[src/rtl/multicycle_ctrl_fsm_if.sv]
// Control bus between the multi-cycle controller and the datapath.
// master = controller (multicycle_ctrl_fsm), slave = datapath side.
interface multicycle_ctrl_fsm_if;
   logic [5:0] opcode;
   logic       zero;
   logic       mem_ready;
   logic       pc_en;
   logic [1:0] pc_source;
   logic       i_or_d;
   logic       mem_read;
   logic       mem_write;
   logic       ir_write;
   logic       reg_dst;
   logic       mem_to_reg;
   logic       reg_write;
   logic       ctrl_aluSrcA;
   logic [1:0] ctrl_aluSrcB;
   logic [1:0] ctrl_aluOp;
   logic       illegal_op;

   modport master (
      input  opcode, zero, mem_ready,
      output pc_en, pc_source, i_or_d, mem_read, mem_write, ir_write,
             reg_dst, mem_to_reg, reg_write, ctrl_aluSrcA, ctrl_aluSrcB,
             ctrl_aluOp, illegal_op
   );

   modport slave (
      output opcode, zero, mem_ready,
      input  pc_en, pc_source, i_or_d, mem_read, mem_write, ir_write,
             reg_dst, mem_to_reg, reg_write, ctrl_aluSrcA, ctrl_aluSrcB,
             ctrl_aluOp, illegal_op
   );
endinterface

[src/rtl/multicycle_ctrl_fsm.sv]
// Main control FSM of the multi-cycle MIPS core, with retired-instruction counter.
// Define CTRL_JUMP_EN to build the JUMP state (opcode 000010); otherwise j is illegal.
module multicycle_ctrl_fsm #(
   parameter int unsigned CNT_W = 32
) (
   input  logic                  clk,
   input  logic                  reset,
   multicycle_ctrl_fsm_if.master bus,
   output logic [3:0]            state,
   output logic [CNT_W-1:0]      instr_retired
);

   typedef enum logic [3:0] {
      IDLE      = 4'd0,
      FETCH     = 4'd1,
      DECODE    = 4'd2,
      MEM_ADDR  = 4'd3,
      MEM_READ  = 4'd4,
      MEM_WB    = 4'd5,
      MEM_WRITE = 4'd6,
      R_EXEC    = 4'd7,
      R_WB      = 4'd8,
      BRANCH    = 4'd9,
`ifdef CTRL_JUMP_EN
      JUMP      = 4'd10,
`endif
      ADDI_EXEC = 4'd11,
      ADDI_WB   = 4'd12
   } state_t;

   localparam logic [5:0] OP_R    = 6'b000000;
   localparam logic [5:0] OP_LW   = 6'b100011;
   localparam logic [5:0] OP_SW   = 6'b101011;
   localparam logic [5:0] OP_BEQ  = 6'b000100;
   localparam logic [5:0] OP_ADDI = 6'b001000;
`ifdef CTRL_JUMP_EN
   localparam logic [5:0] OP_J    = 6'b000010;
`endif

   state_t cur_state, nxt_state;
   logic   is_store;
   logic   pc_write, pc_write_cond, retire;

   // lw/sw choice is latched at DECODE so MEM_ADDR does not depend on a stable IR.
   always_ff @(posedge clk or posedge reset) begin
      if (reset) begin
         cur_state     <= IDLE;
         is_store      <= 1'b0;
         instr_retired <= '0;
      end else begin
         cur_state <= nxt_state;
         if (cur_state == DECODE)
            is_store <= (bus.opcode == OP_SW);
         if (retire)
            instr_retired <= instr_retired + CNT_W'(1);
      end
   end

   always_comb begin
      nxt_state = cur_state;
      case (cur_state)
         IDLE:      nxt_state = FETCH;
         FETCH:     if (bus.mem_ready) nxt_state = DECODE;
         DECODE: begin
            case (bus.opcode)
               OP_R:         nxt_state = R_EXEC;
               OP_LW, OP_SW: nxt_state = MEM_ADDR;
               OP_BEQ:       nxt_state = BRANCH;
               OP_ADDI:      nxt_state = ADDI_EXEC;
`ifdef CTRL_JUMP_EN
               OP_J:         nxt_state = JUMP;
`endif
               default:      nxt_state = FETCH;
            endcase
         end
         MEM_ADDR:  nxt_state = is_store ? MEM_WRITE : MEM_READ;
         MEM_READ:  if (bus.mem_ready) nxt_state = MEM_WB;
         MEM_WRITE: if (bus.mem_ready) nxt_state = FETCH;
         R_EXEC:    nxt_state = R_WB;
         ADDI_EXEC: nxt_state = ADDI_WB;
`ifdef CTRL_JUMP_EN
         JUMP,
`endif
         MEM_WB, R_WB, ADDI_WB, BRANCH: nxt_state = FETCH;
         default:   nxt_state = IDLE;
      endcase
   end

   always_comb begin
      pc_write         = 1'b0;
      pc_write_cond    = 1'b0;
      retire           = 1'b0;
      bus.pc_source    = '0;
      bus.i_or_d       = 1'b0;
      bus.mem_read     = 1'b0;
      bus.mem_write    = 1'b0;
      bus.ir_write     = 1'b0;
      bus.reg_dst      = 1'b0;
      bus.mem_to_reg   = 1'b0;
      bus.reg_write    = 1'b0;
      bus.ctrl_aluSrcA = 1'b0;
      bus.ctrl_aluSrcB = '0;
      bus.ctrl_aluOp   = '0;
      bus.illegal_op   = 1'b0;
      case (cur_state)
         FETCH: begin
            bus.mem_read     = 1'b1;
            bus.ctrl_aluSrcB = 2'b01;
            bus.ir_write     = bus.mem_ready;
            pc_write         = bus.mem_ready;
         end
         DECODE: begin
            bus.ctrl_aluSrcB = 2'b11;
            case (bus.opcode)
`ifdef CTRL_JUMP_EN
               OP_J,
`endif
               OP_R, OP_LW, OP_SW, OP_BEQ, OP_ADDI: bus.illegal_op = 1'b0;
               default:                             bus.illegal_op = 1'b1;
            endcase
         end
         MEM_ADDR, ADDI_EXEC: begin
            bus.ctrl_aluSrcA = 1'b1;
            bus.ctrl_aluSrcB = 2'b10;
         end
         MEM_READ: begin
            bus.mem_read = 1'b1;
            bus.i_or_d   = 1'b1;
         end
         MEM_WB: begin
            bus.reg_write  = 1'b1;
            bus.mem_to_reg = 1'b1;
            retire         = 1'b1;
         end
         MEM_WRITE: begin
            bus.mem_write = 1'b1;
            bus.i_or_d    = 1'b1;
            retire        = bus.mem_ready;
         end
         R_EXEC: begin
            bus.ctrl_aluSrcA = 1'b1;
            bus.ctrl_aluOp   = 2'b10;
         end
         R_WB: begin
            bus.reg_write = 1'b1;
            bus.reg_dst   = 1'b1;
            retire        = 1'b1;
         end
         ADDI_WB: begin
            bus.reg_write = 1'b1;
            retire        = 1'b1;
         end
         BRANCH: begin
            bus.ctrl_aluSrcA = 1'b1;
            bus.ctrl_aluOp   = 2'b01;
            bus.pc_source    = 2'b01;
            pc_write_cond    = 1'b1;
            retire           = 1'b1;
         end
`ifdef CTRL_JUMP_EN
         JUMP: begin
            bus.pc_source = 2'b10;
            pc_write      = 1'b1;
            retire        = 1'b1;
         end
`endif
         default: ;
      endcase
      bus.pc_en = pc_write | (pc_write_cond & bus.zero);
   end

   assign state = cur_state;

endmodule

[src/flat_wrapper.sv]
// flat-port wrapper written by rule: the top's interface ports become plain ports
module multicycle_ctrl_fsm_flat 
#(
   parameter int unsigned CNT_W = 32
)
  (clk, reset, state, instr_retired, bus_opcode, bus_zero, bus_mem_ready, bus_pc_en, bus_pc_source, bus_i_or_d, bus_mem_read, bus_mem_write, bus_ir_write, bus_reg_dst, bus_mem_to_reg, bus_reg_write, bus_ctrl_aluSrcA, bus_ctrl_aluSrcB, bus_ctrl_aluOp, bus_illegal_op);
  multicycle_ctrl_fsm_if bus_i ();
  input  logic clk;
  input  logic reset;
  output logic [3:0] state;
  output logic [CNT_W-1:0] instr_retired;
  input wire logic [$bits(bus_i.opcode)-1:0] bus_opcode;
  input wire logic [$bits(bus_i.zero)-1:0] bus_zero;
  input wire logic [$bits(bus_i.mem_ready)-1:0] bus_mem_ready;
  output wire logic [$bits(bus_i.pc_en)-1:0] bus_pc_en;
  output wire logic [$bits(bus_i.pc_source)-1:0] bus_pc_source;
  output wire logic [$bits(bus_i.i_or_d)-1:0] bus_i_or_d;
  output wire logic [$bits(bus_i.mem_read)-1:0] bus_mem_read;
  output wire logic [$bits(bus_i.mem_write)-1:0] bus_mem_write;
  output wire logic [$bits(bus_i.ir_write)-1:0] bus_ir_write;
  output wire logic [$bits(bus_i.reg_dst)-1:0] bus_reg_dst;
  output wire logic [$bits(bus_i.mem_to_reg)-1:0] bus_mem_to_reg;
  output wire logic [$bits(bus_i.reg_write)-1:0] bus_reg_write;
  output wire logic [$bits(bus_i.ctrl_aluSrcA)-1:0] bus_ctrl_aluSrcA;
  output wire logic [$bits(bus_i.ctrl_aluSrcB)-1:0] bus_ctrl_aluSrcB;
  output wire logic [$bits(bus_i.ctrl_aluOp)-1:0] bus_ctrl_aluOp;
  output wire logic [$bits(bus_i.illegal_op)-1:0] bus_illegal_op;
  assign bus_i.opcode = bus_opcode;
  assign bus_i.zero = bus_zero;
  assign bus_i.mem_ready = bus_mem_ready;
  assign bus_pc_en = bus_i.pc_en;
  assign bus_pc_source = bus_i.pc_source;
  assign bus_i_or_d = bus_i.i_or_d;
  assign bus_mem_read = bus_i.mem_read;
  assign bus_mem_write = bus_i.mem_write;
  assign bus_ir_write = bus_i.ir_write;
  assign bus_reg_dst = bus_i.reg_dst;
  assign bus_mem_to_reg = bus_i.mem_to_reg;
  assign bus_reg_write = bus_i.reg_write;
  assign bus_ctrl_aluSrcA = bus_i.ctrl_aluSrcA;
  assign bus_ctrl_aluSrcB = bus_i.ctrl_aluSrcB;
  assign bus_ctrl_aluOp = bus_i.ctrl_aluOp;
  assign bus_illegal_op = bus_i.illegal_op;
  multicycle_ctrl_fsm #(.CNT_W(CNT_W)) u_core (.clk(clk), .reset(reset), .bus(bus_i), .state(state), .instr_retired(instr_retired));
endmodule
[config.mk]
export PLATFORM = sky130hd
export DESIGN_NAME = multicycle_ctrl_fsm_flat
export DESIGN_NICKNAME = d
export VERILOG_FILES = /design/src/rtl/multicycle_ctrl_fsm_if.sv /design/src/rtl/multicycle_ctrl_fsm.sv /design/src/flat_wrapper.sv
export SDC_FILE = /design/constraint.sdc
export NUM_CORES = 1
export LEC_CHECK = 0
export BUFFER_PORTS_ARGS = -buffer_cell sky130_fd_sc_hd__buf_4
export CAP_MARGIN = 20
export CORE_ASPECT_RATIO = 0.75
export CORE_MARGIN = 10
export CORE_UTILIZATION = 55
export CTS_CLUSTER_DIAMETER = 30
export DETAILED_ROUTE_END_ITERATION = 8
export PLACE_DENSITY = 0.85
export REMOVE_ABC_BUFFERS = 1
export SYNTH_ARGS = -nofsm -noshare
export SYNTH_HDL_FRONTEND = slang
export SYNTH_SLANG_ARGS = --single-unit
[constraint.sdc]
create_clock -name clk -period 4 [get_ports clk]
set_input_delay 0.8 -clock clk [delete_from_list [all_inputs] [get_ports clk]]
set_output_delay 0.8 -clock clk [all_outputs]
set_load 0.03 [all_outputs]
==> results of run 1 <==
-- layer usage --
metal / routed length (um) / up-vias
met2: 2300 / 50
li1: - / 830
met1: 2020 / 824
met5: 0 / -
met3: 303 / 7
met4: 86 / 0
-- worst register-to-register path, stage by stage, from the launching register on --
cell,delay [ns]
dfrtp_1,0.45
nand4_2,0.16
or4_4,0.60
or4_4,0.65
nor3_1,0.31
xor2_1,0.18
-- layout by cell type (no fill, tap or decap), types with 2 or more instances in the layout --
cell / count
a211o_1: 2
a21boi_0: 2
a21oi_1: 7
and3_1: 5
buf_4: 62
clkbuf_8: 6
dfrtp_1: 37
inv_1: 13
nand2_1: 14
nand2b_1: 8
nand3_1: 9
nand4_1: 4
nand4b_1: 2
nor2_1: 14
nor3_1: 11
nor3_2: 4
nor4_1: 2
o21ai_0: 3
or4_1: 3
or4_4: 2
xnor2_1: 18
xor2_1: 15
-- synth_stat cells (2+ instances only) --
| cell | count | area (um2) |
|---|---|---|
| buf_4 | 3 | 22.5 |
| nand2_1 | 14 | 52.6 |
| or4_1 | 3 | 22.5 |
| nor2_1 | 14 | 52.6 |
| nand3_1 | 9 | 45.0 |
| buf_6 | 2 | 22.5 |
| dfrtp_1 | 37 | 926 |
| nand4_1 | 4 | 25.0 |
| nand4b_1 | 2 | 17.5 |
| o21ai_0 | 3 | 15.0 |
| xnor2_1 | 18 | 158 |
| inv_1 | 13 | 48.8 |
| or4_4 | 2 | 22.5 |
| nand2b_1 | 8 | 50.1 |
| xor2_1 | 15 | 131 |
| a211o_1 | 2 | 17.5 |
| and3_1 | 5 | 31.3 |
| a21boi_0 | 2 | 15.0 |
| a21oi_1 | 7 | 35.0 |
| nor3_1 | 11 | 55.1 |
| nor3_2 | 4 | 40.0 |
| clkbuf_1 | 6 | 22.5 |
| nor4_1 | 2 | 12.5 |
-- per-stage QoR --
| stage | setup slack (ns) | hold slack (ns) | instance area [um2] | cells |
|---|---|---|---|---|
| 6_report | 1.29 | 0.472 | 2600 | 319 |
| 5_1_grt | 1.20 | 0.494 | 2600 | 319 |
| 4_1_cts | 1.29 | 0.479 | 2600 | 319 |
| 3_5_place_dp | 1.29 | 0.464 | 2510 | 312 |
| 3_3_place_gp | 1.31 | 0.458 | 2500 | 311 |
| 2_1_floorplan | 1.09 | 0.435 | 1970 | 197 |
-- worst min-delay path by stage --
stage	startpoint	endpoint	slack, ns	cells past startpoint
after floorplan	u_core.is_store$_DFFE_PP0P_	u_core.is_store$_DFFE_PP0P_	0.43	2
after global placement	u_core.is_store$_DFFE_PP0P_	u_core.is_store$_DFFE_PP0P_	0.46	2
after detailed placement	u_core.is_store$_DFFE_PP0P_	u_core.is_store$_DFFE_PP0P_	0.46	2
after CTS	u_core.instr_retired[31]$_DFFE_PP0P_	u_core.instr_retired[31]$_DFFE_PP0P_	0.48	1
after global routing	u_core.instr_retired[31]$_DFFE_PP0P_	u_core.instr_retired[31]$_DFFE_PP0P_	0.49	1
final	u_core.is_store$_DFFE_PP0P_	u_core.is_store$_DFFE_PP0P_	0.47	2
-- final cells by class --
type	count	area, um2
Clock buffer	7	86.3
Inverter	13	48.8
Fill cell	280	1010
Tap cell	52	65.1
Sequential cell	37	926
Timing Repair Buffer	63	480
Multi-Input combinational cell	147	995
-- power groups by stage --
stage	combinational, mW	clock (mW)	sequential, mW
after floorplan	0.296	0	0.582
final	0.566	0.256	0.520
after global placement	0.563	0	0.522
after global routing	0.609	0.278	0.534
after detailed placement	0.572	0	0.527
after CTS	0.574	0.261	0.519
-- registers in the layout (all words and copies together) (netlist names) --
name                  count
u_core.instr_retired     32
u_core.state              4
u_core.is_store           1
-- cells by family after synthesis --
logic type	Yosys count	share of synthesized area, %
fa+ha+maj	1	0.613
flops	37	45.3
simple gates	88	25.3
buf+inv	25	5.94
xor+xnor	33	14.2
mux	1	0.551
compound gates	23	7.90
other cells	1	0.184
==> impl_metrics.toml, run 1 <==
[outcome]
status = "finished clean"

[clocking]
cts_root_buf = "clkbuf_8"
cts_setup_buffers = 0
hold_buffers = 0
post_cts_resized = 0
worstSkewPairLatency_ns = 0.29
cts.path.max_buffers = 2
cts_num_sinks = 37
tritoncts = "done"
path_clk_slew_ns = 0.06
cts-htree-levels = 2
numCtsBuffers = 5

[grt]
gr-usage-met1_pct = 16.7
busiest_layer = "met2"
grt_pass1_wl_mm = 7.76
grt_usage_pct = 14.2
grt_start_max_net_pins = 21
grt_overflow_total = 0
antenna_found_initial = 0
grt_util_met2_pct = 23.6
met3_usage_pct = 4.42
grt_pass1_vias = 1633

[floorplan]
initial_core_util_pct = 56.5
die_width_um = 90.4
ios = 62
die_area_mm2 = 0.00658
core_mm2 = 0.00361
die_h_um = 72.8
num_rows = 19

[setup_path]
cp.depth = 5
critPathRequiredTime_ns = 3.20
reg2reg_depth = 5
critPathTopFamily = "simple AND/OR/NAND/NOR gates"
endpoint = "bus_illegal_op"
startpoint_type = "primary input"
critical_path.startpoint = "bus_opcode[0]"
r2r-end = "u_core.instr_retired[23]$_DFFE_PP0P_"
arrival_ns = 1.91
reg2reg_slack_ns = 1.58
timing.rr.start = "u_core.instr_retired[4]$_DFFE_PP0P_"
cp_max_fo = 4
crit_buf_inv = 2
path_cells = "buf_4 > or4_1 > o21ai_0 > a21oi_1 > buf_4"
worstSetupEndpointType = "primary output"
crit_path_top_delay_cell = "or4_1"
path_common_cell = "buf_4"
path_class = "in2out"
worst_path_largest_cell_delay_ns = 0.57

[detailed_routing]
vias = 1711
drtPass1Iterations = 4
routed_via_density = 5.36
post-route-drc-count = 0
wl_per_cell_um = 14.8
routed_wl_mm = 4.71
ant_nets = 0
drtIter0Drc = 113

[yosys]
avgSynthCellArea_um2 = 9.77
synth_cell_types = 46
synth_edf_count = 0
syn_area_mm2 = 0.00204
yosysWarnings = 0
synth_flop_cell = "dfrtp_1"
async_reset_ff_share_pct = 100
seq_area_frac_synth_pct = 45.3
ys_ff_latch = 37
postSynthCellCount = 209

[sta]
fin_skew_ns = 0.00600
hold_viol = 0
setup_violations = 0
grt_setup_unrepaired = "false"
worst_pin_slew_ns = 0.611
max_freq_mhz = 369
maxSlewViolCount = 0
fin_crit_ns = 2.71
fin_tns_setup_ns = 0
period_share_pct = 67.7
relSlewSlack_pct = 59.3

[power_and_ir_drop]
switching_share_pct = 41.5
intPower_mw = 0.784
switching_power_mw = 0.557
p_comb_share_pct = 42.2
p_leak_nw = 1.21
power_mw = 1.34
clkPwrFrac_pct = 19.1
ir_drop_v = 0.000381
seq_power_share_pct = 38.7
pwr_density_cell_mw_per_mm2 = 516

[placed_design]
gp_congestion = 0.804
dp_hpwl_mm = 3.64
io_buffers = 60

[layout]
nets = 278
area_delta_synth_final_pct = 27.4
fin_util_pct = 72.0
diodes = 0
drive_above_1_share_pct = 30.3

[flow_run]
cap_violations = 0

[min_path]
hp-class = "reg2reg"
(Power assumes the default switching activity.)
==> inputs of run 2 (changes only) <==
CORE_UTILIZATION = 51   (was 55)
PLACE_DENSITY = 0.79   (was 0.85)
clock period = 2.5 ns   (was 4 ns; I/O delays follow)
==> impl_metrics.toml, run 2 (synthesis results as in run 1) <==
[placed_design]
dp_hpwl_mm = 3.83
gp_congestion = 0.847
place_ws_ns = 0.128
io_buffers = 60

[clocking]
cts_root_buf = "clkbuf_8"
numCtsBuffers = 5
worstSkewPairLatency_ns = 0.29
tritoncts = "done"
cts-htree-levels = 2
hold_buffers = 0
cts.path.max_buffers = 2
cts_num_sinks = 37
path_clk_slew_ns = 0.08

[sta]
grt_setup_unrepaired = "false"
whs_ns = 0.317
fin_crit_ns = 2.35
max_freq_mhz = 426
fin_skew_ns = 0.00719
finalWorstSetupSlack_ns = 0.151
period_share_pct = 94.0
maxSlewViolCount = 0
setup_violations = 0
fin_tns_setup_ns = 0
hold_viol = 0

[layout]
nets = 281
largest_reg_flops = 32
diodes = 0
drive_above_1_share_pct = 32.1
regMostFlops = "u_core.instr_retired"
layout_common_cells = "66 x buf_4, 36 x dfrtp_1, 18 x xnor2_1"
final_common_cell = "buf_4"
area_delta_synth_final_pct = 28.9

[floorplan]
num_rows = 19
core_mm2 = 0.00376
ios = 62
die_area_mm2 = 0.00696
initial_core_util_pct = 54.4
die_width_um = 93.1
die_h_um = 74.8

[power_and_ir_drop]
p_leak_nw = 1.23
ir_drop_v = 0.000522
pwr_density_cell_mw_per_mm2 = 847

[setup_path]
worstSetupEndpointType = "flip-flop"
timing.rr.start = "u_core.instr_retired[4]$_DFFE_PP0P_"
reg2reg_slack_ns = 0.15
startpoint_type = "flip-flop"
arrival_ns = 2.56
endpoint = "u_core.instr_retired[31]$_DFFE_PP0P_"
critPathRequiredTime_ns = 2.71
critical_path.startpoint = "u_core.instr_retired[4]$_DFFE_PP0P_"
path_class = "reg2reg"
r2r-end = "u_core.instr_retired[31]$_DFFE_PP0P_"
reg2reg_depth = 5
cp_max_fo = 10

[grt]
antenna_found_initial = 0
grt_overflow_total = 0
grt_start_max_net_pins = 38
busiest_layer = "met2"
grt_usage_pct = 15.0
grt_pass1_wl_mm = 8.45
gr-usage-met1_pct = 18.6
grt_pass1_vias = 1743
grt_util_met2_pct = 23.9
met3_usage_pct = 4.17

[detailed_routing]
drtIter0Drc = 116
vias = 1728
wl_per_cell_um = 15.5
routed_wl_mm = 5.01
routed_via_density = 5.35
post-route-drc-count = 0
drtPass1Iterations = 4
ant_nets = 0

[flow_run]
cap_violations = 0

[outcome]
status = "finished clean"

[min_path]
hp-class = "in2async"
==> run 2: how the worst min path moves through the flow <==
stage          cells past startpoint                                    to                            startpoint  slack (ns)
6_report                           3           u_core.state[0]$_DFFE_PP0P_                                 reset        0.32
5_1_grt                            3  u_core.instr_retired[13]$_DFFE_PP0P_                                 reset        0.36
4_1_cts                            3   u_core.instr_retired[9]$_DFFE_PP0P_                                 reset        0.33
3_5_place_dp                       1  u_core.instr_retired[31]$_DFFE_PP0P_  u_core.instr_retired[31]$_DFFE_PP0P_        0.47
3_3_place_gp                       2           u_core.is_store$_DFFE_PP0P_           u_core.is_store$_DFFE_PP0P_        0.46
2_1_floorplan                      2           u_core.is_store$_DFFE_PP0P_           u_core.is_store$_DFFE_PP0P_        0.43
==> run 2: power breakdown <==
part / leakage (nW) / internal, mW / switching [mW] / total [mW]
Sequential: 0.431 / 0.673 / 0.122 / 0.796
Combinational: 0.747 / 0.387 / 0.589 / 0.976
Clock: 0.0542 / 0.249 / 0.209 / 0.458
==> run 2: layer usage <==
layer / vias to the layer above / wire, um / share of wire, %
met5: - / 0 / 0
met4: 0 / 94 / 1.9
met3: 7 / 302 / 6.0
met2: 47 / 2340 / 47
met1: 842 / 2270 / 45
li1: 832 / - / -
==> run 2: cell type report <==
cell class                 count  area, um2
clock buffer                   7       96.3
clock inverter                 1       5.00
fill                         328       1120
inverter                      13       48.8
multi-input combinational    147        995
sequential                    37        927
tap                           52       65.1
timing repair buffer          66        495
==> run 2: worst max-delay path: stages, from the launching register on <==
cell	delay (ns)
dfrtp_1	0.43
nand4_2	0.17
or4_4	0.60
or4_4	0.65
nor4_4	0.24
xor2_1	0.18
==> run 2: metrics by stage <==
step | utilization, % | power, mW | instances | cell area, um2
finish | 70.1 | 2.23 | 323 | 2630
global route | 70.1 | 2.36 | 323 | 2630
CTS | 70.1 | 2.25 | 323 | 2630
detailed placement | 67.4 | 1.79 | 315 | 2530
global placement | 67.4 | 1.77 | 315 | 2530
floorplan | - | 1.41 | 197 | 1970
==> run 2: timing repair <==
action	4_1_cts	5_1_grt
buffers inserted	0	0
endpoints found under the setup margin	0	1
gates resized for setup	0	1
==> inputs of run 3 (changes only) <==
PLACE_DENSITY = 0.9   (was 0.79)
==> impl_metrics.toml, run 3 (synthesis results as in run 1) <==
[detailed_routing]
routed_via_density = 5.44
drtIter0Drc = 153
drtPass1Iterations = 5
routed_wl_mm = 5.32
wl_per_cell_um = 16.5
vias = 1758
post-route-drc-count = 0
ant_nets = 0

[clocking]
cts_num_sinks = 37
hold_buffers = 0
path_clk_slew_ns = 0.07
cts-htree-levels = 2
numCtsBuffers = 5
tritoncts = "done"
cts.path.max_buffers = 2
post_cts_resized = 0
worstSkewPairLatency_ns = 0.29
cts_setup_buffers = 0
cts_root_buf = "clkbuf_8"

[power_and_ir_drop]
power_mw = 2.20
pwr_density_cell_mw_per_mm2 = 840
clkPwrFrac_pct = 18.9
p_leak_nw = 1.23
intPower_mw = 1.29
p_comb_share_pct = 45.3
seq_power_share_pct = 35.8
switching_share_pct = 41.7
switching_power_mw = 0.919
ir_drop_v = 0.000589

[setup_path]
critical_path.startpoint = "u_core.instr_retired[6]$_DFFE_PP0P_"
worstSetupEndpointType = "flip-flop"
crit_buf_inv = 0
worst_path_largest_cell_delay_ns = 0.65
crit_path_top_delay_cell = "or4_4"
path_cells = "nand4_2 > or4_4 > or4_4 > nor3_1 > xnor2_1"
critPathRequiredTime_ns = 2.71
path_class = "reg2reg"
startpoint_type = "flip-flop"
arrival_ns = 2.58
critPathTopFamily = "simple AND/OR/NAND/NOR gates"
path_common_cell = "or4_4"
timing.rr.start = "u_core.instr_retired[6]$_DFFE_PP0P_"
cp_max_fo = 10

[sta]
setup_violations = 0
finalWorstSetupSlack_ns = 0.125
hold_viol = 0
fin_tns_setup_ns = 0
period_share_pct = 95.0
fin_skew_ns = 0.00597
max_freq_mhz = 421
maxSlewViolCount = 0
fin_crit_ns = 2.37
grt_setup_unrepaired = "false"

[floorplan]
die_h_um = 74.8
core_mm2 = 0.00376
initial_core_util_pct = 54.4
die_width_um = 93.1
die_area_mm2 = 0.00696
num_rows = 19
ios = 62

[grt]
antenna_found_initial = 0
grt_usage_pct = 15.4
grt_start_max_net_pins = 38
grt_pass1_vias = 1737
grt_pass1_wl_mm = 8.58
grt_overflow_total = 0

[layout]
layout_common_cells = "67 x buf_4, 37 x dfrtp_1, 18 x xnor2_1"
final_common_cell = "buf_4"
multi_input_area_um2 = 995
finalNonFillerCells = 323
largest_reg_flops = 32
regMostFlops = "u_core.instr_retired"
fin_util_pct = 69.9
nets = 282
drive_above_1_share_pct = 31.4
area_delta_synth_final_pct = 28.5
nFillCells = 290
diodes = 0
seqCellArea_um2 = 926

[min_path]
hp-class = "in2async"

[placed_design]
dp_hpwl_mm = 3.93
io_buffers = 60
dp.cells = 316
gp_congestion = 0.875
place_ws_ns = 0.219

[outcome]
status = "finished clean"

[flow_run]
cap_violations = 0
==> run 3: cell count changes in the layout (fill, tap and decap cells not counted) <==
| cell | before | now |
|---|---|---|
| dfrtp_2 | 1 | 0 |
| clkbuf_1 | 0 | 1 |
| dfrtp_1 | 36 | 37 |
| clkinv_2 | 1 | 0 |
| buf_4 | 66 | 67 |
| clkbuf_8 | 7 | 6 |
==> run 3: path summary, 6_finish.rpt <==
kind / slack, ns / cells after the start / to
max in group asynchronous: 1.86 / 3 / u_core.instr_retired[11]$_DFFE_PP0P_
min in group clk: 0.43 / 2 / u_core.is_store$_DFFE_PP0P_
max reg2reg: 0.13 / 5 / u_core.instr_retired[30]$_DFFE_PP0P_
min: 0.32 / 3 / u_core.state[1]$_DFFE_PP0P_
min reg2reg: 0.48 / 1 / u_core.instr_retired[31]$_DFFE_PP0P_
max: 0.13 / 5 / u_core.instr_retired[30]$_DFFE_PP0P_
==> run 3: final cells by class <==
class	count	area share [%]
Multi-Input combinational cell	147	37.9
Clock buffer	7	3.29
Tap cell	52	2.48
Timing Repair Buffer	67	19.2
Sequential cell	37	35.3
Inverter	13	1.86
==> run 3: per-stage QoR <==
step | hold slack [ns] | area, um2
6_report | 0.325 | 2620
5_1_grt | 0.364 | 2620
4_1_cts | 0.336 | 2620
3_5_place_dp | 0.460 | 2540
3_3_place_gp | 0.460 | 2540
2_1_floorplan | 0.435 | 1970
==> run 3: power groups by stage <==
stage          Combinational (mW)  Clock (mW)  Sequential, mW
2_1_floorplan               0.474           0           0.932
3_3_place_gp                0.987           0           0.790
3_5_place_dp                 1.00           0           0.794
4_1_cts                      1.01       0.420           0.786
5_1_grt                      1.08       0.454           0.805
6_report                     1.00       0.417           0.789
==> run 3: worst reg2reg max path, cell delays in order (launching register included) <==
cell     delay, ns
dfrtp_1       0.46
nand4_2       0.17
or4_4         0.60
or4_4         0.65
nor3_1        0.27
xnor2_1       0.15
==> run 3: metal layers <==
metal | track usage (%) | wire length, um
met2 | 24.7 | 2530
met1 | 18.8 | 2320
met4 | 8.53 | 199
met3 | 3.87 | 270
met5 | 0 | 0
